===== config.mk =====
export PLATFORM = sky130hd
export DESIGN_NAME = period_meter
export DESIGN_NICKNAME = d
export VERILOG_FILES = /design/src/rtl/period_meter_pkg.sv /design/src/rtl/sync_edge_det.sv /design/src/rtl/period_meter.sv
export SDC_FILE = /design/constraint.sdc
export NUM_CORES = 1
export LEC_CHECK = 0
export ABC_CLOCK_PERIOD_IN_PS = 3500
export CAP_MARGIN = 20
export CORE_MARGIN = 3
export CORE_UTILIZATION = 56
export CTS_CLUSTER_DIAMETER = 60
export DETAILED_ROUTE_END_ITERATION = 8
export PLACE_DENSITY = 0.91
export SLEW_MARGIN = 20
export SYNTH_ARGS = -nofsm -noshare
export SYNTH_HDL_FRONTEND = slang
export SYNTH_HIERARCHICAL = 1
export SYNTH_SLANG_ARGS = --single-unit

===== constraint.sdc =====
create_clock -name ip1 -period 3.5 [get_ports ip1]
set_input_delay 0.7 -clock ip1 [delete_from_list [all_inputs] [get_ports ip1]]
set_output_delay 0.7 -clock ip1 [all_outputs]
set_load 0.05 [all_outputs]

===== src/rtl/period_meter_pkg.sv =====
// Shared definitions for the period meter slice.
//   state_t         : measurement FSM states
//   PM_CNT_W        : default counter / output width
//   PM_SYNC_STAGES  : default synchronizer depth on sig_in
//   pm_sat_max()    : saturation ceiling (2^w - 1) for a w-bit counter
package period_meter_pkg;

   typedef enum logic {
      ST_IDLE = 1'b0,
      ST_MEAS = 1'b1
   } state_t;

   localparam int unsigned PM_CNT_W       = 8;
   localparam int unsigned PM_SYNC_STAGES = 2;

   function automatic int unsigned pm_sat_max(input int unsigned w);
      return (32'd1 << w) - 32'd1;
   endfunction

   localparam int unsigned PM_SAT_MAX = pm_sat_max(PM_CNT_W);

endpackage


===== src/rtl/sync_edge_det.sv =====
// Synchronizes the asynchronous measured signal into the ip1 domain and
// produces single-cycle rise/fall strobes.
//   ip1    : clock, rising edge
//   reset  : synchronous, active-high; clears the chain and s_prev
//   sig_in : asynchronous input
//   rise   : s & ~s_prev
//   fall   : ~s & s_prev
module sync_edge_det
   import period_meter_pkg::*;
#(
   parameter int unsigned SYNC_STAGES = PM_SYNC_STAGES
) (
   input  logic ip1,
   input  logic reset,
   input  logic sig_in,
   output logic rise,
   output logic fall
);

   logic [SYNC_STAGES-1:0] sync_q;
   logic                   s;
   logic                   s_prev;

   always_ff @(posedge ip1) begin
      if (reset) begin
         sync_q <= '0;
         s_prev <= 1'b0;
      end else begin
         sync_q <= {sync_q[SYNC_STAGES-2:0], sig_in};
         s_prev <= s;
      end
   end

   assign s    = sync_q[SYNC_STAGES-1];
   assign rise = s & ~s_prev;
   assign fall = ~s & s_prev;

endmodule


===== src/rtl/period_meter.sv =====
// Measures period (rise-to-rise) and high time (rise-to-fall) of a slow
// square wave in ip1 cycles, presenting each result on a registered
// valid/ready output with sticky overflow/overrun flags.
//   ip1         : measurement clock, rising edge
//   reset       : synchronous, active-high
//   sig_in      : measured signal, asynchronous to ip1
//   meas_ready  : consumer accepts the measurement
//   clr_flags   : clears sticky flags (a same-cycle set wins)
//   meas_valid  : measurement available
//   meas_period : rise-to-rise period, saturating
//   meas_high   : rise-to-fall high time, saturating
//   overflow    : sticky, a count saturated
//   overrun     : sticky, a measurement was dropped
module period_meter
   import period_meter_pkg::*;
#(
   parameter int unsigned CNT_W       = PM_CNT_W,
   parameter int unsigned SYNC_STAGES = PM_SYNC_STAGES
) (
   input  logic             ip1,
   input  logic             reset,
   input  logic             sig_in,
   input  logic             meas_ready,
   input  logic             clr_flags,
   output logic             meas_valid,
   output logic [CNT_W-1:0] meas_period,
   output logic [CNT_W-1:0] meas_high,
   output logic             overflow,
   output logic             overrun
);

   localparam logic [CNT_W-1:0] CNT_MAX = CNT_W'(pm_sat_max(CNT_W));

   state_t           state, state_d;
   logic [CNT_W-1:0] cnt, cnt_d, cnt_inc;
   logic [CNT_W-1:0] high_hold, high_d;
   logic [CNT_W:0]   cnt_sum;
   logic             rise, fall;
   logic             at_max, capture, ovf_set, drop;

   sync_edge_det #(
      .SYNC_STAGES(SYNC_STAGES)
   ) u_sync (
      .ip1   (ip1),
      .reset (reset),
      .sig_in(sig_in),
      .rise  (rise),
      .fall  (fall)
   );

   always_comb begin
      // One extra bit so cnt+1 is seen before clamping to the ceiling.
      cnt_sum = {1'b0, cnt} + {{CNT_W{1'b0}}, 1'b1};
      cnt_inc = cnt_sum[CNT_W] ? CNT_MAX : cnt_sum[CNT_W-1:0];
      at_max  = (cnt == CNT_MAX);

      state_d = state;
      cnt_d   = cnt;
      high_d  = high_hold;
      capture = 1'b0;
      ovf_set = 1'b0;

      case (state)
         ST_IDLE: begin
            if (rise) begin
               cnt_d   = '0;
               state_d = ST_MEAS;
            end
         end
         ST_MEAS: begin
            cnt_d = cnt_inc;
            if (fall) begin
               high_d  = cnt_inc;
               ovf_set = at_max;
            end
            if (rise) begin
               capture = 1'b1;
               cnt_d   = '0;
               ovf_set = at_max;
            end
         end
         default: state_d = ST_IDLE;
      endcase

      drop = capture & meas_valid & ~meas_ready;
   end

   always_ff @(posedge ip1) begin
      if (reset) begin
         state       <= ST_IDLE;
         cnt         <= '0;
         high_hold   <= '0;
         meas_valid  <= 1'b0;
         meas_period <= '0;
         meas_high   <= '0;
         overflow    <= 1'b0;
         overrun     <= 1'b0;
      end else begin
         state     <= state_d;
         cnt       <= cnt_d;
         high_hold <= high_d;

         if (capture) begin
            // A pending result is replaced only if it is being taken now.
            if (!meas_valid || meas_ready) begin
               meas_period <= cnt_inc;
               meas_high   <= high_hold;
               meas_valid  <= 1'b1;
            end
         end else if (meas_valid && meas_ready) begin
            meas_valid <= 1'b0;
         end

         overflow <= ovf_set | (overflow & ~clr_flags);
         overrun  <= drop    | (overrun  & ~clr_flags);
      end
   end

endmodule


==> flow_summary.ini <==
[global_route]
first_global_vias = 1279
grt_max_degree = 21
grt_overflow_total = 0
antenna_found_initial = 0
grt.total_usage_pct = 20.7
grt_pass1_wl_mm = 5.47

[worst_setup_path]
crit_chain = clkdlybuf4s50_1
worstPathRequired_ps = 2800
end_kind = output pin
r2r_end = high_hold[6]$_SDFFE_PP0P_
reg2reg_depth = 5
crit_path_top_delay_cell = clkdlybuf4s50_1
critPathLaunchType = flip-flop
reg2reg_from = cnt[0]$_SDFFE_PP0P_
worst-path-buf-inv = 1
critical_path_class = flip-flop to output pin
r2r_slack_ps = 1700
worst_ep_arrival_time_ps = 1520
cp_slowest_stage_delay_ps = 820
crit_fanout = 2
path_delay_family = buffers and inverters

[clocking]
root_buffer = clkbuf_4
cts_tree = built
cts_buffer_depth = 2
post_cts_buffers = 0
cts_resized = 0
clkTransAtPathRegs_ps = 110
clock_latency_ps = 340
numCtsBuffers = 5
hold_buffers = 0
htree_num_levels = 2
cts_sinks = 39

[yosys]
synth-seq-cells = 39
synth_cell_types = 30
synthCells = 187
mappedNetlistArea_um2 = 1570
synth.avg_cell_area_um2 = 8.38
yosysSeqAreaShare_pct = 49.8
ys_warn_count = 6
syn_nets = 193

[sta]
slew_headroom_pct = 59.8
setup_viol = 0
worst_pin_slew_ps = 601
skew_ps = 4.46
tns_ps = 0
rsz0062_at_grt = no
fmax_ghz = 0.451
hold_viol_final = 0
min_period_ps = 2220
report.final.slew_viol_count = 0
timing.final.crit_share_pct = 63.4

[routing]
drc = 0
firstDrtPassIters = 5
wl_per_cell_um = 13.7
vias_per_cell = 5.91
num_vias = 1388
finalWirelength_mm = 3.23
antenna_left = 0
drtIter0Drc = 67

[die]
rows = 18
pin_count = 24
coreArea_um2 = 2570
die_h_um = 58.9
start_util_pct = 61.0
die_w_um = 58.9
die_area_um2 = 3470

[finish]
nets = 211
layout_common_cells = 39 x dfxtp_1, 29 x nand2_1, 26 x nor2_1
stdcell_count = 235
area_delta_synth_final_pct = 16.8
diodes = 0
drive_gt1_share_pct = 6.34
final_area_um2 = 1830
layout_commonest_cell = dfxtp_1

[placement]
place.gp.congestion = 0.816
hpwl_mm = 2.28
numPortBuffers = 23
dp.cells = 228
postPlaceCellArea_um2 = 1770

[run_status]
status = completed

[power_and_ir_drop]
p_leak_nw = 0.592
peakVddDrop_mv = 0.362
fin_total_pwr_w = 0.000717
p_per_area_nw_per_um2 = 392

[worst_hold_path]
hold_path_depth = 2
min_path_type = flip-flop to flip-flop
hold-path-endpoint = meas_high[5]$_SDFFE_PP0P_
hold_start = meas_high[5]$_SDFFE_PP0P_

[run]
drv_cap = 0
routing by layer:
metal | track usage (%) | up-vias | wire length [um]
met4 | 12.3 | 0 | 90
met1 | 25.6 | 633 | 1370
li1 | - | 685 | -
met3 | 5.04 | 12 | 208
met2 | 32.6 | 58 | 1560
met5 | 0 | - | 0
report_power, final:
part	leakage [nW]	switching (W)	total (W)	internal, W
registers	0.315	0.00000594	0.000454	0.000448
logic	0.243	0.0000189	0.0000311	0.0000123
clock network	0.0341	0.000139	0.000232	0.0000931
total	0.592	0.000163	0.000717	0.000554
layout make-up:
cell class | instances | area [um^2]
Clock buffer | 6 | 51.3
Clock inverter | 1 | 5.00
Fill cell | 209 | 738
Inverter | 2 | 7.51
Multi-Input combinational cell | 132 | 702
Sequential cell | 39 | 781
Tap cell | 30 | 37.5
Timing Repair Buffer | 25 | 245
state kept, by name, summed over array words and instances (netlist names):
register and cells:
u_sync/sync_q 2, u_sync/s_prev 1, meas_period 8, cnt 8, state 1, meas_valid 1, meas_high 8, overflow 1
high_hold 8, overrun 1
synth_stat cells, drive strengths merged:
cell type | number | area, um^2
dfxtp | 39 | 781
nand2 | 29 | 109
nor2 | 26 | 97.6
a21oi | 17 | 88.8
buf | 9 | 57.6
nand3 | 8 | 40.0
a211oi | 7 | 52.6
a31oi | 7 | 43.8
o21ai | 7 | 42.5
nor2b | 6 | 37.5
a311oi | 5 | 43.8
clkbuf | 5 | 18.8
nor3 | 4 | 20.0
xnor2 | 3 | 26.3
inv | 2 | 7.51
nand3b | 2 | 15.0
a211o | 1 | 8.76
and2 | 1 | 6.26
and3 | 1 | 6.26
and4 | 1 | 8.76
ha | 1 | 12.5
mux2i | 1 | 10.0
nand2b | 1 | 6.26
nand4 | 1 | 6.26
nor4 | 1 | 6.26
o211ai | 1 | 7.51
or2 | 1 | 6.26
stage by stage:
stage,utilization (%),hold WS [ps],worst slack (ps)
5_1_grt,71.2,476,1240
6_report,71.2,459,1280
3_3_place_gp,69.1,428,1360
3_5_place_dp,69.1,426,1310
2_1_floorplan,-,414,1930
4_1_cts,71.2,462,1270
logic make-up after synthesis:
| kind of cell | count (synthesis) | synth area share, % |
|---|---|---|
| compound gates | 45 | 18.4 |
| xor+xnor | 3 | 1.68 |
| fa+ha+maj | 1 | 0.799 |
| buf+inv | 16 | 5.35 |
| flops | 39 | 49.8 |
| mux | 1 | 0.639 |
| simple gates | 82 | 23.3 |
how the worst max path moves through the flow:
stage	cells past startpoint	from	end
floorplan	5	meas_ready	meas_high[0]$_SDFFE_PP0P_
global placement	4	reset	cnt[5]$_SDFFE_PP0P_
detailed placement	4	reset	cnt[5]$_SDFFE_PP0P_
CTS	1	overrun$_SDFF_PP0_	overrun
global route	1	overrun$_SDFF_PP0_	overrun
finish	1	meas_valid$_SDFFE_PP0P_	meas_valid
Note: power is estimated with default switching activity, not from simulation.
